<file path="src/rtl/twos_comp_serial_ctrl.sv">
// rtl/twos_comp_serial_ctrl.sv - sequencing controller for the bit-serial two's-complement core
//
// Purpose:
//   Accepts a parallel WIDTH-bit operand, pulses a clear into the shared
//   serial core, streams the operand LSB-first into it, reassembles the
//   serial result and returns it with an overflow flag.
//
// Ports:
//   clk        rising-edge clock (also clocks the serial core)
//   rst        asynchronous active-low reset
//   in_valid   producer has a word on in_data
//   in_ready   controller can accept a word (IDLE only)
//   in_data    operand, sampled on in_valid & in_ready
//   out_valid  out_data / out_ovf are valid
//   out_ready  consumer accepts the result
//   out_data   two's complement of the operand, modulo 2^WIDTH
//   out_ovf    operand was the most-negative value
//   busy       high in CLEAR, SHIFT and DONE
//   ser_clr    active-high clear to the core, one-cycle registered pulse
//   ser_in     serial bit to the core incode
//   ser_out    core outcode (combinational in ser_in and core state)

module twos_comp_serial_ctrl #(
  parameter int WIDTH = 8,
  parameter int CNT_W = $clog2(WIDTH) + 1
) (
  input  logic             clk,
  input  logic             rst,
  input  logic             in_valid,
  output logic             in_ready,
  input  logic [WIDTH-1:0] in_data,
  output logic             out_valid,
  input  logic             out_ready,
  output logic [WIDTH-1:0] out_data,
  output logic             out_ovf,
  output logic             busy,
  output logic             ser_clr,
  output logic             ser_in,
  input  logic             ser_out
);

  typedef enum logic [1:0] {
    IDLE  = 2'd0,
    CLEAR = 2'd1,
    SHIFT = 2'd2,
    DONE  = 2'd3
  } state_t;

  localparam logic [WIDTH-1:0] MOST_NEG = {1'b1, {(WIDTH-1){1'b0}}};
  localparam logic [CNT_W-1:0] LAST_BIT = CNT_W'(WIDTH - 1);

  state_t             state_q;
  logic [WIDTH-1:0]   opnd_q;
  logic [WIDTH-1:0]   res_q;
  logic [CNT_W-1:0]   cnt_q;
  logic               in_ready_q;
  logic               out_valid_q;
  logic [WIDTH-1:0]   out_data_q;
  logic               out_ovf_q;
  logic               busy_q;
  logic               ser_clr_q;
  logic               ser_in_q;

  // Result word as it stands after capturing the current serial bit.
  logic [WIDTH-1:0]   res_d;
  assign res_d = {ser_out, res_q[WIDTH-1:1]};

  always_ff @(posedge clk or negedge rst) begin
    if (!rst) begin
      state_q     <= IDLE;
      opnd_q      <= '0;
      res_q       <= '0;
      cnt_q       <= '0;
      in_ready_q  <= 1'b1;
      out_valid_q <= 1'b0;
      out_data_q  <= '0;
      out_ovf_q   <= 1'b0;
      busy_q      <= 1'b0;
      // Held high through reset so the core is cleared as well.
      ser_clr_q   <= 1'b1;
      ser_in_q    <= 1'b0;
    end else begin
      case (state_q)
        IDLE: begin
          ser_in_q <= 1'b0;
          if (in_valid && in_ready_q) begin
            opnd_q     <= in_data;
            res_q      <= '0;
            out_ovf_q  <= (in_data == MOST_NEG);
            in_ready_q <= 1'b0;
            busy_q     <= 1'b1;
            ser_clr_q  <= 1'b1;
            state_q    <= CLEAR;
          end else begin
            ser_clr_q  <= 1'b0;
          end
        end

        CLEAR: begin
          // The core clears at the edge ending this cycle; bit 0 is
          // presented in the first SHIFT cycle.
          ser_clr_q <= 1'b0;
          cnt_q     <= '0;
          ser_in_q  <= opnd_q[0];
          state_q   <= SHIFT;
        end

        SHIFT: begin
          res_q  <= res_d;
          opnd_q <= opnd_q >> 1;
          cnt_q  <= cnt_q + 1'b1;
          if (cnt_q == LAST_BIT) begin
            ser_in_q    <= 1'b0;
            out_data_q  <= res_d;
            out_valid_q <= 1'b1;
            state_q     <= DONE;
          end else begin
            // opnd_q[1] becomes the LSB after this edge's shift.
            ser_in_q    <= opnd_q[1];
          end
        end

        DONE: begin
          if (out_ready) begin
            out_valid_q <= 1'b0;
            in_ready_q  <= 1'b1;
            busy_q      <= 1'b0;
            state_q     <= IDLE;
          end
        end

        default: begin
          out_valid_q <= 1'b0;
          in_ready_q  <= 1'b1;
          busy_q      <= 1'b0;
          ser_in_q    <= 1'b0;
          state_q     <= IDLE;
        end
      endcase
    end
  end

  assign in_ready  = in_ready_q;
  assign out_valid = out_valid_q;
  assign out_data  = out_data_q;
  assign out_ovf   = out_ovf_q;
  assign busy      = busy_q;
  assign ser_clr   = ser_clr_q;
  assign ser_in    = ser_in_q;

endmodule
</file>
<file path="config.mk">
export PLATFORM = sky130hd
export DESIGN_NAME = twos_comp_serial_ctrl
export DESIGN_NICKNAME = d
export VERILOG_FILES = /design/src/rtl/twos_comp_serial_ctrl.sv
export SDC_FILE = /design/constraint.sdc
export NUM_CORES = 1
export LEC_CHECK = 0
export ABC_AREA = 1
export BUFFER_PORTS_ARGS = -buffer_cell sky130_fd_sc_hd__clkbuf_2
export CORE_ASPECT_RATIO = 1.25
export CORE_MARGIN = 2
export CORE_UTILIZATION = 35
export DETAILED_ROUTE_END_ITERATION = 7
export SLEW_MARGIN = 25
export SYNTH_ARGS = -nofsm -noshare
export SYNTH_HDL_FRONTEND = slang
export SYNTH_SLANG_ARGS = --single-unit
</file>
<file path="constraint.sdc">
create_clock -name clk -period 4.05 [get_ports clk]
set_input_delay 0.2025 -clock clk [delete_from_list [all_inputs] [get_ports clk]]
set_output_delay 0.2025 -clock clk [all_outputs]
set_load 0.05 [all_outputs]
</file>
; Yosys cells after proc, flatten, opt, wreduce, memory -nomap -nowiden
; Cells that the tools add are included.
[word_totals]
input_bits = 13
wordCells = 55
out_inout_bits = 14
register_bits = 36
[classes]
n_addsub = 1
reduce_logical = 14
mux = 21
n_eq_ne = 8
[op_table]
columns = op, n
row1 = case mux 8 bit (2 select lines), 2
row2 = two-way mux 8 bit, 2
row3 = nonzero test 2 bit, 5
row4 = AND reduction 3 bit, 3
row5 = "== test 8 bit, second input constant", 1
row6 = case mux 1 bit (2 select lines), 4
row7 = case mux 2 bit (4 select lines), 1
row8 = case mux 4 bit (2 select lines), 1
row9 = two-way mux 1 bit, 7
row10 = two-way mux 2 bit, 3
row11 = "!= test 2 bit, second input constant", 3
row12 = AND reduction 2 bit, 3
row13 = "adder 4 x 1 -> 4 bit, second input constant", 1
row14 = "== test 2 bit, second input constant", 2
row15 = "== test 4 x 3 -> 1 bit, second input constant", 1
row16 = case mux 1 bit (3 select lines), 1
row17 = nonzero test 3 bit, 1
row18 = "== test 2 x 1 -> 1 bit, second input constant", 1
row19 = zero test 2 bit, 1
row20 = logical AND 1 bit, 1

; Logic depth before layout (Yosys ltp)
[depth]
ltp_word = 3
depth_mapped = 9
mapped_depth_nobuf = 8

; Worst setup path after synthesis
; No wires, ideal clock.
[synth_path]
path_type = flip-flop to flip-flop
startpoint = register in_ready_q (netlist: in_ready)
endpoint = register busy_q (netlist: busy)
setup_slack_ps = 2662
path_buffers = 0
period_less_slack_ps = 1388
path_stages_with_launch = 8
t_required_ps = 3931
setup_time_ps = 119
arrival_ps = 1269
cell_sequence = dfstp_2 > nand2_1 > nand2_2 > nand2_1 > inv_1 > nand2_1 > nand2_1 > nand2_1
[synth_between]
elab_chain_cells = 3
[synth_lines]
columns = element, line
row1 = start: declaration, 56  ; logic in_ready_q;
row2 = start signal: assignment, 74  ; in_ready_q <= 1'b1;
row3 = start signal: assignment, 90  ; in_ready_q <= 1'b0;
row4 = start signal: assignment, 126  ; in_ready_q <= 1'b1;
row5 = logical AND 1 bit, 86  ; if (in_valid && in_ready_q) begin
row6 = != test 2 bit (no line), --
row7 = AND reduction 3 bit (no line), --
row8 = end signal: assignment, 78  ; busy_q <= 1'b0;
row9 = end signal: assignment, 91  ; busy_q <= 1'b1;
row10 = end signal: assignment, 127  ; busy_q <= 1'b0;
row11 = end: declaration, 60  ; logic busy_q;
; Every way passes these cells.
; A chain may end at the register's enable or synchronous reset.

; Worst setup path after layout
[layout_path]
startpoint = register state_q[0]
endpoint = register opnd_q[1]
[layout_between]
elab_chain_cells = 3
word_cells_on_any_way = 6
cone_classes = eq/ne: 2 / mux: 1 / reduce/logical: 3
[layout_lines]
columns = element, line
row1 = start: declaration, 52  ; state_t state_q;
row2 = start signal: assignment, 70  ; state_q <= IDLE;
row3 = start signal: assignment, 93  ; state_q <= CLEAR;
row4 = start signal: assignment, 105  ; state_q <= SHIFT;
row5 = == test 2 bit / zero test 2 bit (equally long branches), 83  ; case (state_q)
row6 = nonzero test 2 bit (no line) / != test 2 bit (equally long branches), --
row7 = AND reduction 2 bit (no line), --
row8 = end signal: assignment, 87  ; opnd_q <= in_data;
row9 = end signal: assignment, 110  ; opnd_q <= opnd_q >> 1;
row10 = end: declaration, 53  ; logic [WIDTH-1:0] opnd_q;
; Several ways; a longest one is shown, not always the timed one.

==> results_dict.tcl <==
set metrics [dict create \
    outcome "complete, no violations" \
    grt_max_degree 36 \
    postCtsHoldBufs 0 \
    yosysWarnings 0 \
    cts-root-buf "clkbuf_8" \
    fin_area_um2 2031 \
    fmax_ghz 0.5024 \
    wirelength_um 3295 \
    numCtsBuffers 5 \
    synth.area.mux_share_pct 0 \
    port-buffer-count 26 \
    ioPinCount 27 \
    rsz0062_at_grt "no" \
    fin_crit_ns 1.991 \
    place.gp.congestion 0.7378 \
    synth_top_family_by_area "simple AND/OR/NAND/NOR gates" \
    ir_worst_vdd_mv 0.1557 \
    dpl_cell_area_um2 1894 \
    avgSynthCellArea_um2 8.520 \
    end_kind "register" \
    cp_max_fo 20 \
    clk_latency_ns 0.29 \
    track_usage_pct 13.30 \
    setup_viol_count_final 0 \
    final_core_util_pct 42.62 \
    skew_ns 0.004358 \
    grt_remaining_overflow 0 \
    syn_nets 223 \
    antenna_left 0 \
    p_int_mw 0.6014 \
    synth_compound_area_share_pct 9.169 \
    cap_violations 0 \
    initial_core_util_pct 36.66 \
    ys_ff_latch 35 \
    dieWidth_um 67.19 \
    chipHeight_um 82.98 \
    syn-cell-area_um2 1747 \
    vias 1337 \
    cts_tree "built" \
    crit_chain "inv_1, ha_1, inv_2, a21boi_0, a21oi_2" \
    setup_slack_ns 2.059 \
    slowest_delay_ns 0.67 \
    slew_headroom_pct 42.23 \
    synthSimpleGateAreaFrac_pct 30.44 \
    synth_area_leaders "dfrtp_1, nand2_1, nand3_1, ha_1, o21ai_0" \
    p_leak_nw 1.070 \
    yosysTopAreaCell "dfrtp_1" \
    power_frac_seq_pct 46.9 \
    nets 248 \
    power_density_nw_per_um2 366.5 \
    hold_class "in -> async" \
    antenna_found_initial 0 \
    worst_pin_slew_ns 0.8666 \
    grt_pass1_vias 1296 \
    cts_sinks 35 \
    rows 28 \
    area_growth_pct 16.26 \
    synth_fa_ha_area_share_pct 3.582 \
    switching_power_mw 0.1430 \
    syn_inst 205 \
    cts_buffer_depth 2 \
    drc 0 \
    placed_cells 283 \
    instances_no_fill 291 \
    fin_tns_setup_ns 0 \
    synth_cell_types 26 \
    required_ns 4.22 \
    viasPerCell 4.595 \
    drt-pass1-iter-count 4 \
    num_antenna_cells 0 \
    synthXorXnorAreaFrac_pct 0 \
    combPwrFrac_pct 2.5 \
    ctsResizeCount 0 \
    path_class "reg -> reg" \
    drive_above_1_share_pct 23.81 \
    power.share.switching_pct 19.21 \
    grt_pass1_wl_um 5796 \
    hold_viol_final 0 \
    drt_iter0_markers 51 \
    htreeDepth 2 \
    drv_slew 0 \
    die_area_um2 5575 \
    wl_per_cell_um 11.32 \
    place_ws_ns 2.046 \
    hpwlAfterDp_um 2365 \
    startpoint_type "register" \
    clock_power_share_pct 50.5 \
    coreArea_um2 4765 \
    finalCritPeriodShare_pct 49.15 \
    arrival_ns 2.16 \
    cp_slowest_cell "ha_1" \
    postCtsSetupRepairBufs 0 \
    clkSlewWorstSetupHoldPaths_ns 0.07 \
    synth.top_cell.area_share_pct 47.28 \
    seq_area_frac_synth_pct 50.29 \
]
## logic make-up after synthesis
kind of cell	count (synthesis)
compound gates	25
fa+ha+maj	5
buf+inv	23
flops	35
simple gates	117
## final timing paths
kind                       cells past startpoint  slack, ns     endpoint       start
max                                            5       2.06    opnd_q[1]  state_q[0]
max in group asynchronous                      1       3.49    opnd_q[4]         rst
min reg2reg                                    2       0.48      out_ovf     out_ovf
max reg2reg                                    5       2.06    opnd_q[1]  state_q[0]
min in group clk                               3       0.15  out_data[7]     ser_out
min                                            1       0.02         busy         rst
## through the flow
| step | hold slack [ns] | power, mW |
|---|---|---|
| final | 0.01749 | 0.7443 |
| after global routing | 0.1031 | 0.7699 |
| after CTS | 0.05980 | 0.7534 |
| after detailed placement | 0.3740 | 0.3760 |
| after global placement | 0.3714 | 0.3760 |
| after floorplan | -0.09309 | 0.3612 |
## cell usage after synthesis
cell and n:
o21ai_2 1, nand3_1 23, dfrtp_1 33, nand2_1 68, dfstp_2 2, nand2_2 2
nand3_2 2, nor2_2 2, o21ai_0 12, buf_4 2, nor2_4 1, a21oi_1 4
nor3b_1 2, buf_6 2, ha_1 5, nand2_4 1, nor2_1 14, o211ai_2 1
buf_2 4, a21oi_2 5, nand2_8 1, inv_2 2, or2_2 1, o21a_1 1
inv_1 13, a21boi_0 1
## cells in the final DEF (no fill, tap or decap), types with 2 or more instances in the layout
| master | count |
|---|---|
| a21oi_1 | 4 |
| a21oi_2 | 5 |
| bufinv_16 | 2 |
| clkbuf_2 | 26 |
| clkbuf_8 | 5 |
| dfrtp_1 | 33 |
| dfstp_2 | 2 |
| ha_1 | 5 |
| inv_1 | 13 |
| inv_2 | 2 |
| nand2_1 | 68 |
| nand2_2 | 2 |
| nand3_1 | 23 |
| nand3_2 | 2 |
| nor2_1 | 14 |
| nor2_2 | 2 |
| nor3b_1 | 2 |
| o21ai_0 | 12 |
## registers in the layout, summed over array words and instances (netlist names), 2 cells and up
register and count:
out_data 8, res_q 7, cnt_q 4, opnd_q 8
state_q 2
## worst max-delay path: cells and delay by family, from the launching register on
family / cells / cell delay, ns
compound gates: 2 / 0.36
fa+ha+maj: 1 / 0.67
buf+inv: 2 / 0.42
flops: 1 / 0.42
## layer usage
layer / vias up / track usage (%) / wire length, µm
met1: 601 / 16.55 / 1500
li1: 705 / - / -
met4: 0 / 4.453 / 51
met5: - / 0 / 0
met3: 6 / 3.252 / 133
met2: 25 / 22.05 / 1611
## power by group through the flow
stage	clock, mW	sequential [mW]	combinational (mW)
after floorplan	0	0.356	0.00505
after global placement	0	0.356	0.0198
after detailed placement	0	0.356	0.0199
after CTS	0.384	0.349	0.0199
after global routing	0.398	0.349	0.0223
final	0.376	0.349	0.0187
## cell type report
class	instances	area, µm²
clock buffer	5	68.82
sequential	35	878.3
clock inverter	3	67.56
fill	517	2734
timing repair buffer	26	130.1
inverter	15	56.30
multi-input combinational	147	754.5
tap	60	75.07
(Power assumes the default switching activity.)
